## config.mk

```make
export PLATFORM = sky130hd
export DESIGN_NAME = mem_slot_arbiter
export DESIGN_NICKNAME = d
export VERILOG_FILES = /design/src/rtl/mem_arb_pkg.sv /design/src/rtl/rr_pick.sv /design/src/rtl/mem_slot_arbiter.sv
export SDC_FILE = /design/constraint.sdc
export NUM_CORES = 1
export LEC_CHECK = 0
export BUFFER_PORTS_ARGS = -buffer_cell sky130_fd_sc_hd__buf_2
export CORE_MARGIN = 5
export CORE_UTILIZATION = 46
export CTS_BUF_LIST = sky130_fd_sc_hd__clkbuf_16
export CTS_CLUSTER_SIZE = 16
export DETAILED_ROUTE_END_ITERATION = 10
export PLACE_DENSITY_LB_ADDON = 0.15
export SETUP_SLACK_MARGIN = 0.02
export SLEW_MARGIN = 10
export SYNTH_ARGS = -nofsm -noshare
export SYNTH_HDL_FRONTEND = slang
export SYNTH_SLANG_ARGS = --single-unit
```

## constraint.sdc

```tcl
create_clock -name clk -period 4.1 [get_ports clk]
set_input_delay 0.82 -clock clk [delete_from_list [all_inputs] [get_ports clk]]
set_output_delay 0.82 -clock clk [all_outputs]
set_load 0.05 [all_outputs]
```

## src/rtl/mem_arb_pkg.sv

```systemverilog
// Shared types and sizing helpers for the memory slot arbiter.
package mem_arb_pkg;

  typedef enum logic {
    ARB_FIXED = 1'b0,
    ARB_RR    = 1'b1
  } arb_mode_t;

  function automatic int idx_w(input int n);
    return (n < 2) ? 1 : $clog2(n);
  endfunction

endpackage

```

## src/rtl/rr_pick.sv

```systemverilog
// Combinational priority selector: first requester at or after ptr, wrapping to 0.
module rr_pick
  import mem_arb_pkg::*;
#(
  parameter int NCH = 3,
  parameter int IW  = idx_w(NCH)
) (
  input  logic [NCH-1:0] req,
  input  logic [IW-1:0]  ptr,
  output logic [NCH-1:0] gnt,
  output logic [IW-1:0]  idx,
  output logic           any
);

  // Upper pass covers [ptr, NCH-1]; the lower pass only matters when it found nothing.
  always_comb begin
    gnt = '0;
    idx = '0;
    any = 1'b0;
    for (int c = 0; c < NCH; c++) begin
      if (!any && req[c] && (c >= int'(ptr))) begin
        any    = 1'b1;
        gnt[c] = 1'b1;
        idx    = IW'(c);
      end
    end
    for (int c = 0; c < NCH; c++) begin
      if (!any && req[c]) begin
        any    = 1'b1;
        gnt[c] = 1'b1;
        idx    = IW'(c);
      end
    end
  end

endmodule

```

## src/rtl/mem_slot_arbiter.sv

```systemverilog
// Shares one memory port between NCH requesters, one access per ce slot,
// with a MEM_LAT-deep tag pipeline routing read data back to its channel.
module mem_slot_arbiter
  import mem_arb_pkg::*;
#(
  parameter int        NCH     = 3,
  parameter int        AW      = 22,
  parameter int        DW      = 8,
  parameter int        MEM_LAT = 1,
  parameter arb_mode_t MODE    = ARB_RR
) (
  input  logic              clk,
  input  logic              reset,
  input  logic              ce,
  input  logic [NCH-1:0]    req,
  input  logic [NCH-1:0]    we,
  input  logic [NCH*AW-1:0] addr,
  input  logic [NCH*DW-1:0] wdata,
  output logic [NCH-1:0]    ack,
  output logic [NCH-1:0]    rvalid,
  output logic [NCH*DW-1:0] rdata,
  output logic [AW-1:0]     mem_addr,
  output logic              mem_read,
  output logic              mem_write,
  output logic [DW-1:0]     mem_dout,
  input  logic [DW-1:0]     mem_din
);

  localparam int IW = idx_w(NCH);

  logic [IW-1:0]              ptr_q, ptr_d, pick_ptr, pick_idx;
  logic [NCH-1:0]             gnt;
  logic                       any;
  logic [AW-1:0]              sel_addr;
  logic [DW-1:0]              sel_wdata;
  logic                       sel_we;

  logic [NCH-1:0]             ack_q, ack_d, rvalid_q, rvalid_d;
  logic [NCH*DW-1:0]          rdata_q, rdata_d;
  logic [AW-1:0]              mem_addr_q, mem_addr_d;
  logic [DW-1:0]              mem_dout_q, mem_dout_d;
  logic                       mem_read_q, mem_read_d, mem_write_q, mem_write_d;
  logic [MEM_LAT-1:0]         pipe_vld_q, pipe_vld_d;
  logic [MEM_LAT-1:0][IW-1:0] pipe_ch_q, pipe_ch_d;

  assign pick_ptr = (MODE == ARB_RR) ? ptr_q : '0;

  rr_pick #(.NCH(NCH), .IW(IW)) u_pick (
    .req (req),
    .ptr (pick_ptr),
    .gnt (gnt),
    .idx (pick_idx),
    .any (any)
  );

  always_comb begin
    sel_addr  = '0;
    sel_wdata = '0;
    sel_we    = 1'b0;
    for (int c = 0; c < NCH; c++) begin
      if (gnt[c]) begin
        sel_addr  = addr[c*AW +: AW];
        sel_wdata = wdata[c*DW +: DW];
        sel_we    = we[c];
      end
    end
  end

  always_comb begin
    ptr_d       = ptr_q;
    ack_d       = '0;
    rvalid_d    = '0;
    rdata_d     = rdata_q;
    mem_addr_d  = mem_addr_q;
    mem_dout_d  = mem_dout_q;
    mem_read_d  = mem_read_q;
    mem_write_d = mem_write_q;
    pipe_vld_d  = pipe_vld_q;
    pipe_ch_d   = pipe_ch_q;
    if (ce) begin
      mem_read_d  = any & ~sel_we;
      mem_write_d = any & sel_we;
      if (any) begin
        ack_d      = gnt;
        mem_addr_d = sel_addr;
        mem_dout_d = sel_wdata;
        ptr_d      = (int'(pick_idx) == NCH - 1) ? '0 : pick_idx + 1'b1;
      end
      // The tag leaving the last stage marks the slot where mem_din belongs to it.
      for (int c = 0; c < NCH; c++) begin
        if (pipe_vld_q[MEM_LAT-1] && (pipe_ch_q[MEM_LAT-1] == IW'(c))) begin
          rvalid_d[c]          = 1'b1;
          rdata_d[c*DW +: DW]  = mem_din;
        end
      end
      for (int s = 1; s < MEM_LAT; s++) begin
        pipe_vld_d[s] = pipe_vld_q[s-1];
        pipe_ch_d[s]  = pipe_ch_q[s-1];
      end
      pipe_vld_d[0] = any & ~sel_we;
      pipe_ch_d[0]  = pick_idx;
    end
  end

  always_ff @(posedge clk or negedge reset) begin
    if (!reset) begin
      ptr_q       <= '0;
      ack_q       <= '0;
      rvalid_q    <= '0;
      rdata_q     <= '0;
      mem_addr_q  <= '0;
      mem_dout_q  <= '0;
      mem_read_q  <= 1'b0;
      mem_write_q <= 1'b0;
      pipe_vld_q  <= '0;
      pipe_ch_q   <= '0;
    end else begin
      ptr_q       <= ptr_d;
      ack_q       <= ack_d;
      rvalid_q    <= rvalid_d;
      rdata_q     <= rdata_d;
      mem_addr_q  <= mem_addr_d;
      mem_dout_q  <= mem_dout_d;
      mem_read_q  <= mem_read_d;
      mem_write_q <= mem_write_d;
      pipe_vld_q  <= pipe_vld_d;
      pipe_ch_q   <= pipe_ch_d;
    end
  end

  assign ack       = ack_q;
  assign rvalid    = rvalid_q;
  assign rdata     = rdata_q;
  assign mem_addr  = mem_addr_q;
  assign mem_read  = mem_read_q;
  assign mem_write = mem_write_q;
  assign mem_dout  = mem_dout_q;

endmodule

```

==> impl_metrics.prom, run 1 <==
# TYPE chip_impl_metric gauge
chip_impl_metric{name="hold_buffers",unit=""} 0
chip_impl_info{name="crit_type",value="in -> reg"} 1
chip_impl_metric{name="area_growth",unit="%"} 34.5
chip_impl_metric{name="ant_nets",unit=""} 0
chip_impl_info{name="master_cell_of_the_clock_root_buffer",value="sky130_fd_sc_hd__clkbuf_16"} 1
chip_impl_metric{name="synth_compound_gate_area_share",unit="%"} 23.5
chip_impl_metric{name="worst_slew_margin_rel",unit="%"} 47.7
chip_impl_metric{name="dr.first_iter.drc_count",unit=""} 61
chip_impl_metric{name="clockBufferDepth",unit=""} 2
chip_impl_metric{name="synth.distinct_cells",unit=""} 41
chip_impl_metric{name="syn-num-nets",unit=""} 386
chip_impl_metric{name="cp.arrival",unit="ns"} 2.48
chip_impl_info{name="synth_top_family_by_area",value="compound AO/OA/AOI/OAI gates"} 1
chip_impl_metric{name="cts.repair_timing.setup_buffer_count",unit=""} 0
chip_impl_metric{name="detailroute.via_count",unit=""} 2899
chip_impl_info{name="hold_path_end",value="rdata[21]$_DFFE_PN0P_"} 1
chip_impl_metric{name="detail_route.vias_per_cell",unit=""} 5.37
chip_impl_metric{name="irDropWorstVdd",unit="V"} 0.000224
chip_impl_metric{name="worst_pin_slew",unit="ns"} 0.781
chip_impl_metric{name="fraction_of_the_mapped_netlist_area_in_adder_cells",unit="%"} 0
chip_impl_metric{name="setup_slack_on_the_worst_flop_to_flop_path",unit="ns"} 1.90
chip_impl_metric{name="power.clock.fraction",unit="%"} 24.6
chip_impl_metric{name="maximum_number_of_pins_on_one_net_before_global_route_repair",unit=""} 35
chip_impl_metric{name="period_minus_slack",unit="ns"} 2.27
chip_impl_metric{name="register_to_register_path_depth",unit=""} 5
chip_impl_metric{name="grt_antenna_before_repair",unit=""} 0
chip_impl_metric{name="die_area",unit="um^2"} 8840
chip_impl_metric{name="post_synth_xor_area_fraction",unit="%"} 0.501
chip_impl_metric{name="leakage",unit="nW"} 2.25
chip_impl_metric{name="synth_seq_area_share",unit="%"} 50.9
chip_impl_metric{name="number_of_instances_in_the_synthesized_netlist",unit=""} 279
chip_impl_metric{name="drive_gt1_share",unit="%"} 50.7
chip_impl_metric{name="initial_core_util",unit="%"} 47.5
chip_impl_metric{name="max_freq",unit="MHz"} 441
chip_impl_metric{name="io_pins",unit=""} 169
chip_impl_metric{name="hpwlAfterDp",unit="um"} 6970
chip_impl_info{name="hold_class",value="reg -> reg"} 1
chip_impl_info{name="r2r-end",value="pipe_vld_q$_DFFE_PN0P_"} 1
chip_impl_metric{name="antenna_cells",unit=""} 0
chip_impl_metric{name="max_cap_violations",unit=""} 0
chip_impl_metric{name="hold_ws",unit="ns"} 0.487
chip_impl_metric{name="gr-usage-all-layers",unit="%"} 21.3
chip_impl_info{name="worstHoldStart",value="rdata[21]$_DFFE_PN0P_"} 1
chip_impl_metric{name="final_max_slew_viol_count",unit=""} 0
chip_impl_metric{name="routed_wl",unit="um"} 9300
chip_impl_metric{name="core-area",unit="um^2"} 6830
chip_impl_metric{name="floorplan.die.height",unit="um"} 94.0
chip_impl_metric{name="insertion_delay",unit="ns"} 0.32
chip_impl_info{name="status",value="finished clean"} 1
chip_impl_metric{name="cts.htree.levels",unit=""} 3
chip_impl_metric{name="yosys.area_share.simple",unit="%"} 9.09
chip_impl_metric{name="internal-power",unit="mW"} 1.68
chip_impl_metric{name="critPathMaxFanout",unit=""} 21
chip_impl_metric{name="warning_count_from_the_yosys_run",unit=""} 0
chip_impl_metric{name="period_share",unit="%"} 55.3
chip_impl_metric{name="synth.area.mux_share",unit="%"} 8.32
chip_impl_metric{name="ys_ff_latch",unit=""} 66
chip_impl_metric{name="vias_in_the_first_global_route",unit=""} 3038
chip_impl_metric{name="hold-path-cell-count",unit=""} 1
chip_impl_metric{name="detailedRoute.firstPassIterationCount",unit=""} 4
chip_impl_metric{name="setup_violations",unit=""} 0
chip_impl_metric{name="totalNegativeSetupSlack",unit="ns"} 0
chip_impl_info{name="crit_path_start_kind",value="input port"} 1
chip_impl_metric{name="design.final.nets",unit=""} 546
chip_impl_metric{name="place.port_buffers",unit=""} 168
chip_impl_metric{name="grt_first_pass_wirelength",unit="um"} 14600
chip_impl_info{name="reg_to_reg_critical_path_startpoint",value="pick_ptr[0]$_DFFE_PN0P_"} 1
chip_impl_metric{name="syn-cell-area",unit="um^2"} 3250
chip_impl_metric{name="cts.clk_slew.worst_paths",unit="ns"} 0.05
chip_impl_metric{name="chipWidth",unit="um"} 94.0
chip_impl_metric{name="postCtsResizedCells",unit=""} 0
chip_impl_metric{name="switching_share",unit="%"} 44.9
chip_impl_metric{name="globalRoute.totalOverflow",unit=""} 0
chip_impl_metric{name="power_switching",unit="mW"} 1.37
chip_impl_metric{name="numClockSinks",unit=""} 66
chip_impl_metric{name="cts_inserted_buffers",unit=""} 9
chip_impl_metric{name="remaining_drc_errors",unit=""} 0
chip_impl_metric{name="powerDensity",unit="nW/um^2"} 699
chip_impl_metric{name="cp.required",unit="ns"} 4.31
chip_impl_metric{name="logic_pwr_share",unit="%"} 43.9
chip_impl_metric{name="routabilityCongestion",unit=""} 0.790
chip_impl_metric{name="number_of_placement_rows",unit=""} 30
chip_impl_metric{name="postSynthAreaPerCell",unit="um^2"} 11.6
chip_impl_info{name="rsz0062_at_grt",value="no"} 1
chip_impl_info{name="tritoncts",value="done"} 1
chip_impl_metric{name="worst_clock_skew",unit="ns"} 0.00574
chip_impl_metric{name="seqPwrFrac",unit="%"} 31.5
chip_impl_metric{name="final_number_of_hold_violating_endpoints",unit=""} 0
chip_impl_info{name="timing.critical_path.from",value="req[1]"} 1
chip_impl_info{name="worst_setup_end_kind",value="flip-flop"} 1
chip_impl_metric{name="route.detailed.wl_per_inst",unit="um"} 17.2
==> flip-flops by register name, summed over array words and instances (netlist names) <==
register    count
ack             3
mem_addr       22
mem_dout        8
mem_write       1
pick_ptr        2
pipe_ch_q       2
pipe_vld_q      1
rdata          24
rvalid          3
==> layout by cell type, fill, tap and decap left out, types with 3 or more instances in the layout <==
| master | instances |
|---|---|
| sky130_fd_sc_hd__nand2_1 | 36 |
| sky130_fd_sc_hd__dfrtp_1 | 66 |
| sky130_fd_sc_hd__inv_1 | 25 |
| sky130_fd_sc_hd__mux2_2 | 19 |
| sky130_fd_sc_hd__mux2_1 | 5 |
| sky130_fd_sc_hd__o221a_1 | 15 |
| sky130_fd_sc_hd__buf_4 | 3 |
| sky130_fd_sc_hd__a221o_1 | 15 |
| sky130_fd_sc_hd__o22ai_1 | 15 |
| sky130_fd_sc_hd__nand2b_1 | 3 |
| sky130_fd_sc_hd__a221oi_2 | 10 |
| sky130_fd_sc_hd__nor2_1 | 15 |
| sky130_fd_sc_hd__a221oi_1 | 5 |
| sky130_fd_sc_hd__buf_2 | 168 |
| sky130_fd_sc_hd__clkbuf_16 | 9 |
==> area by class of cell <==
type | count | area [um^2]
clock buffer | 9 | 225
clock inverter | 7 | 71.3
fill | 597 | 2470
inverter | 24 | 90.1
multi-input combinational | 167 | 1340
sequential | 66 | 1650
tap | 96 | 120
timing repair buffer | 171 | 863
==> Yosys cell counts <==
cell type / instances / area (um^2)
sky130_fd_sc_hd__nor3_1: 2 / 10.0
sky130_fd_sc_hd__or3_4: 1 / 11.3
sky130_fd_sc_hd__nand2b_1: 3 / 18.8
sky130_fd_sc_hd__mux2_2: 19 / 214
sky130_fd_sc_hd__or3_1: 1 / 6.26
sky130_fd_sc_hd__o32ai_1: 1 / 8.76
sky130_fd_sc_hd__a21oi_2: 1 / 8.76
sky130_fd_sc_hd__xor2_2: 1 / 16.3
sky130_fd_sc_hd__o22ai_1: 15 / 93.8
sky130_fd_sc_hd__o21ai_0: 2 / 10.0
sky130_fd_sc_hd__a211o_1: 1 / 8.76
sky130_fd_sc_hd__inv_1: 24 / 90.1
sky130_fd_sc_hd__a221o_1: 15 / 150
sky130_fd_sc_hd__a221oi_1: 5 / 43.8
sky130_fd_sc_hd__a32oi_1: 1 / 8.76
sky130_fd_sc_hd__nand2_1: 36 / 135
sky130_fd_sc_hd__and2_4: 1 / 8.76
sky130_fd_sc_hd__o211ai_2: 1 / 12.5
sky130_fd_sc_hd__nor3_2: 1 / 10.0
sky130_fd_sc_hd__mux2_1: 5 / 56.3
sky130_fd_sc_hd__dfrtp_1: 66 / 1650
sky130_fd_sc_hd__o211a_2: 1 / 10.0
sky130_fd_sc_hd__a211oi_1: 1 / 7.51
sky130_fd_sc_hd__buf_6: 7 / 78.8
sky130_fd_sc_hd__and2_1: 2 / 12.5
sky130_fd_sc_hd__o21ai_1: 1 / 5.00
sky130_fd_sc_hd__clkbuf_1: 2 / 7.51
sky130_fd_sc_hd__clkbuf_2: 1 / 5.00
sky130_fd_sc_hd__nand2_2: 1 / 6.26
sky130_fd_sc_hd__buf_4: 4 / 30.0
sky130_fd_sc_hd__nand4_1: 1 / 6.26
sky130_fd_sc_hd__o2111a_1: 1 / 11.3
sky130_fd_sc_hd__a221oi_4: 1 / 26.3
sky130_fd_sc_hd__a22o_1: 2 / 17.5
sky130_fd_sc_hd__a221oi_2: 10 / 150
sky130_fd_sc_hd__nor2_1: 15 / 56.3
sky130_fd_sc_hd__a21o_1: 2 / 15.0
sky130_fd_sc_hd__o221a_1: 15 / 169
sky130_fd_sc_hd__buf_2: 8 / 40.0
sky130_fd_sc_hd__a21oi_1: 1 / 5.00
sky130_fd_sc_hd__nor2b_4: 1 / 13.8
==> per-stage QoR <==
stage	utilization [%]	total power [mW]	cell area, um^2	setup slack (ns)	instances
after detailed placement	59.6	2.32	4070	1.51	524
after global routing	63.9	3.20	4370	1.71	540
after global placement	59.6	2.30	4070	1.52	524
after CTS	63.9	3.08	4370	1.83	540
final	63.9	3.05	4370	1.83	540
after floorplan	-	1.99	3250	2.13	279
==> routing by layer <==
metal  vias to the layer above  routed length [um]  GRT usage, %
li1                       1350                   -             -
met1                      1391                3700          25.7
met2                       136                4680          35.8
met3                        22                 688          5.69
met4                         0                 221          9.27
met5                         -                   0             0
==> cell families after synthesis <==
logic type             count (synthesis)
AO/OA/AOI/OAI                         77
XOR/XNOR                               1
buffers and inverters                 46
flip-flops                            66
multiplexers                          24
AND/OR/NAND/NOR                       65
==> worst max-delay path, cell delays in order <==
cell and delay (ns):
sky130_fd_sc_hd__buf_2 0.23, sky130_fd_sc_hd__a221oi_4 0.71, sky130_fd_sc_hd__buf_4 0.39, sky130_fd_sc_hd__a21oi_1 0.11
sky130_fd_sc_hd__a22o_1 0.21
==> power groups by stage <==
| stage | logic [mW] | clock network (mW) | registers [mW] |
|---|---|---|---|
| 3_3_place_gp | 1.33 | 0 | 0.967 |
| 2_1_floorplan | 0.357 | 0 | 1.63 |
| 3_5_place_dp | 1.35 | 0 | 0.970 |
| 5_1_grt | 1.41 | 0.799 | 0.988 |
| 6_report | 1.34 | 0.749 | 0.961 |
| 4_1_cts | 1.35 | 0.766 | 0.962 |
==> how the worst max path moves through the flow <==
stage | end | slack, ns
final | pipe_vld_q$_DFFE_PN0P_ | 1.83
after global routing | mem_addr[6]$_DFFE_PN0P_ | 1.71
after CTS | mem_addr[6]$_DFFE_PN0P_ | 1.83
after detailed placement | pipe_vld_q$_DFFE_PN0P_ | 1.51
after global placement | pipe_vld_q$_DFFE_PN0P_ | 1.52
after floorplan | rdata[16]$_DFFE_PN0P_ | 2.13
(Power assumes the default switching activity.)
==> inputs of run 2 (changes only) <==
- CORE_UTILIZATION: 46 -> 41
- clock period: 4.1 -> 2 ns (I/O delays scaled with it)
==> impl_metrics.prom, run 2 (synthesis gave the netlist of run 1 again) <==
# TYPE chip_impl_metric gauge
chip_impl_info{name="status",value="finished clean"} 1
chip_impl_metric{name="io_pins",unit=""} 169
chip_impl_metric{name="period_share",unit="%"} 87.3
chip_impl_metric{name="vias_in_the_first_global_route",unit=""} 2958
chip_impl_info{name="tritoncts",value="done"} 1
chip_impl_info{name="worst_setup_end_kind",value="flip-flop"} 1
chip_impl_metric{name="worst_clock_skew",unit="ns"} 0.00689
chip_impl_info{name="mostFrequentLayoutCell",value="sky130_fd_sc_hd__buf_2"} 1
chip_impl_metric{name="setup_slack_on_the_worst_flop_to_flop_path",unit="ns"} 0.25
chip_impl_metric{name="worst_setup_timing_slack_at_the_placement_stage",unit="ns"} 0.242
chip_impl_info{name="r2r-end",value="mem_addr[1]$_DFFE_PN0P_"} 1
chip_impl_metric{name="max_cap_violations",unit=""} 0
chip_impl_metric{name="final_max_slew_viol_count",unit=""} 0
chip_impl_metric{name="postCtsResizedCells",unit=""} 0
chip_impl_metric{name="grt_first_pass_wirelength",unit="um"} 14400
chip_impl_metric{name="chipWidth",unit="um"} 99.0
chip_impl_info{name="mostFrequentLayoutCells",value="sky130_fd_sc_hd__buf_2, sky130_fd_sc_hd__dfrtp_1, sky130_fd_sc_hd__nand2_1"} 1
chip_impl_metric{name="hold_buffers",unit=""} 0
chip_impl_metric{name="postLayoutCoreUtil",unit="%"} 57.6
chip_impl_metric{name="core-area",unit="um^2"} 7730
chip_impl_metric{name="leakage",unit="nW"} 2.30
chip_impl_metric{name="cts.repair_timing.setup_buffer_count",unit=""} 0
chip_impl_metric{name="route.detailed.wl_per_inst",unit="um"} 16.2
chip_impl_metric{name="setup_violations",unit=""} 0
chip_impl_metric{name="routabilityCongestion",unit=""} 0.791
chip_impl_metric{name="irDropWorstVdd",unit="V"} 0.000408
chip_impl_metric{name="ant_nets",unit=""} 0
chip_impl_metric{name="final_number_of_hold_violating_endpoints",unit=""} 0
chip_impl_metric{name="cts.clk_slew.worst_paths",unit="ns"} 0.06
chip_impl_metric{name="cp.required",unit="ns"} 2.26
chip_impl_info{name="crit_type",value="reg -> reg"} 1
chip_impl_metric{name="cp.arrival",unit="ns"} 2.01
chip_impl_metric{name="totalNegativeSetupSlack",unit="ns"} 0
chip_impl_metric{name="globalRoute.totalOverflow",unit=""} 0
chip_impl_metric{name="numClockSinks",unit=""} 66
chip_impl_metric{name="hold_ws",unit="ns"} 0.0820
chip_impl_metric{name="detailedRoute.firstPassIterationCount",unit=""} 6
chip_impl_metric{name="worst_pin_slew",unit="ns"} 0.656
chip_impl_metric{name="final.setup.worst_slack",unit="ns"} 0.255
chip_impl_metric{name="cts_inserted_buffers",unit=""} 9
chip_impl_metric{name="powerDensity",unit="nW/um^2"} 1410
chip_impl_metric{name="clockBufferDepth",unit=""} 2
chip_impl_metric{name="gr-usage-all-layers",unit="%"} 18.4
chip_impl_metric{name="period_minus_slack",unit="ns"} 1.75
chip_impl_metric{name="place.port_buffers",unit=""} 168
chip_impl_metric{name="maximum_number_of_pins_on_one_net_before_global_route_repair",unit=""} 67
chip_impl_metric{name="floorplan.die.height",unit="um"} 99.0
chip_impl_info{name="crit_path_start_kind",value="flip-flop"} 1
chip_impl_metric{name="area_growth",unit="%"} 37.1
chip_impl_metric{name="worst_slew_margin_rel",unit="%"} 56.1
chip_impl_metric{name="detail_route.vias_per_cell",unit=""} 5.19
chip_impl_info{name="rsz0062_at_grt",value="no"} 1
chip_impl_metric{name="antenna_cells",unit=""} 0
chip_impl_metric{name="dr.first_iter.drc_count",unit=""} 59
chip_impl_metric{name="routed_wl",unit="um"} 8950
chip_impl_metric{name="drive_gt1_share",unit="%"} 51.6
chip_impl_metric{name="die_area",unit="um^2"} 9800
chip_impl_metric{name="critPathMaxFanout",unit=""} 15
chip_impl_metric{name="initial_core_util",unit="%"} 42.0
chip_impl_metric{name="detailroute.via_count",unit=""} 2866
chip_impl_metric{name="insertion_delay",unit="ns"} 0.32
chip_impl_metric{name="cts.htree.levels",unit=""} 3
chip_impl_metric{name="design.final.nets",unit=""} 552
chip_impl_metric{name="hpwlAfterDp",unit="um"} 6710
chip_impl_metric{name="remaining_drc_errors",unit=""} 0
chip_impl_info{name="reg_to_reg_critical_path_startpoint",value="pick_ptr[1]$_DFFE_PN0P_"} 1
chip_impl_metric{name="number_of_placement_rows",unit=""} 32
chip_impl_metric{name="largest_register_ff_count",unit=""} 24
chip_impl_info{name="master_cell_of_the_clock_root_buffer",value="sky130_fd_sc_hd__clkbuf_16"} 1
chip_impl_metric{name="max_freq",unit="MHz"} 573
chip_impl_info{name="hold_class",value="in -> async"} 1
chip_impl_metric{name="register_to_register_path_depth",unit=""} 4
chip_impl_metric{name="grt_antenna_before_repair",unit=""} 0
[run 2: changes by cell type in the layout (fill, tap and decap cells not counted)]
cell / change
sky130_fd_sc_hd__buf_4: +4
sky130_fd_sc_hd__buf_12: +2
sky130_fd_sc_hd__clkinv_4: +2
sky130_fd_sc_hd__inv_6: +1
sky130_fd_sc_hd__clkinvlp_4: -2
sky130_fd_sc_hd__inv_1: -1
[run 2: worst max-delay path, cell delays in order, from the launching register on]
cell                       delay (ns)
sky130_fd_sc_hd__dfrtp_1         0.57
sky130_fd_sc_hd__nand2b_1        0.17
sky130_fd_sc_hd__o211ai_2        0.56
sky130_fd_sc_hd__a221o_1         0.20
sky130_fd_sc_hd__o221a_1         0.18
[run 2: where the power goes]
part / switching (mW) / internal, mW
registers: 0.229 / 1.74
logic: 2.00 / 0.763
clock network: 0.582 / 0.974
total: 2.81 / 3.48
[run 2: cell type report]
class,count,area (um^2)
fill,689,3280
sequential,66,1650
multi-input combinational,167,1340
timing repair buffer,177,933
clock buffer,9,225
tap,102,128
inverter,24,90.1
clock inverter,7,78.8
[run 2: worst max path at each step]
| stage | startpoint | end | slack, ns | depth (start not counted) |
|---|---|---|---|---|
| after floorplan | pipe_vld_q$_DFFE_PN0P_ | rdata[16]$_DFFE_PN0P_ | 0.32 | 4 |
| after global placement | req[2] | mem_write$_DFFE_PN0P_ | 0.29 | 5 |
| after detailed placement | pick_ptr[1]$_DFFE_PN0P_ | mem_addr[1]$_DFFE_PN0P_ | 0.24 | 4 |
| after CTS | pick_ptr[1]$_DFFE_PN0P_ | mem_addr[1]$_DFFE_PN0P_ | 0.23 | 4 |
| after global routing | pick_ptr[1]$_DFFE_PN0P_ | mem_addr[7]$_DFFE_PN0P_ | 0.08 | 4 |
| final | pick_ptr[1]$_DFFE_PN0P_ | mem_addr[1]$_DFFE_PN0P_ | 0.25 | 4 |
[run 2: per-layer routing]
metal / vias to the layer above / wire (um) / part of all wire (%) / global-route usage (%)
li1: 1373 / - / - / -
met1: 1365 / 3860 / 43 / 23.3
met2: 114 / 4260 / 48 / 29.5
met3: 14 / 632 / 7.1 / 5.45
met4: 0 / 199 / 2.2 / 7.46
met5: - / 0 / 0 / 0
[run 2: per-stage QoR]
stage                     area (um^2)  cells  power (mW)
after global placement           4150    536        4.75
after detailed placement         4150    536        4.78
after global routing             4450    552        6.60
after CTS                        4450    552        6.36
final                            4450    552        6.29
after floorplan                  3250    279        4.08
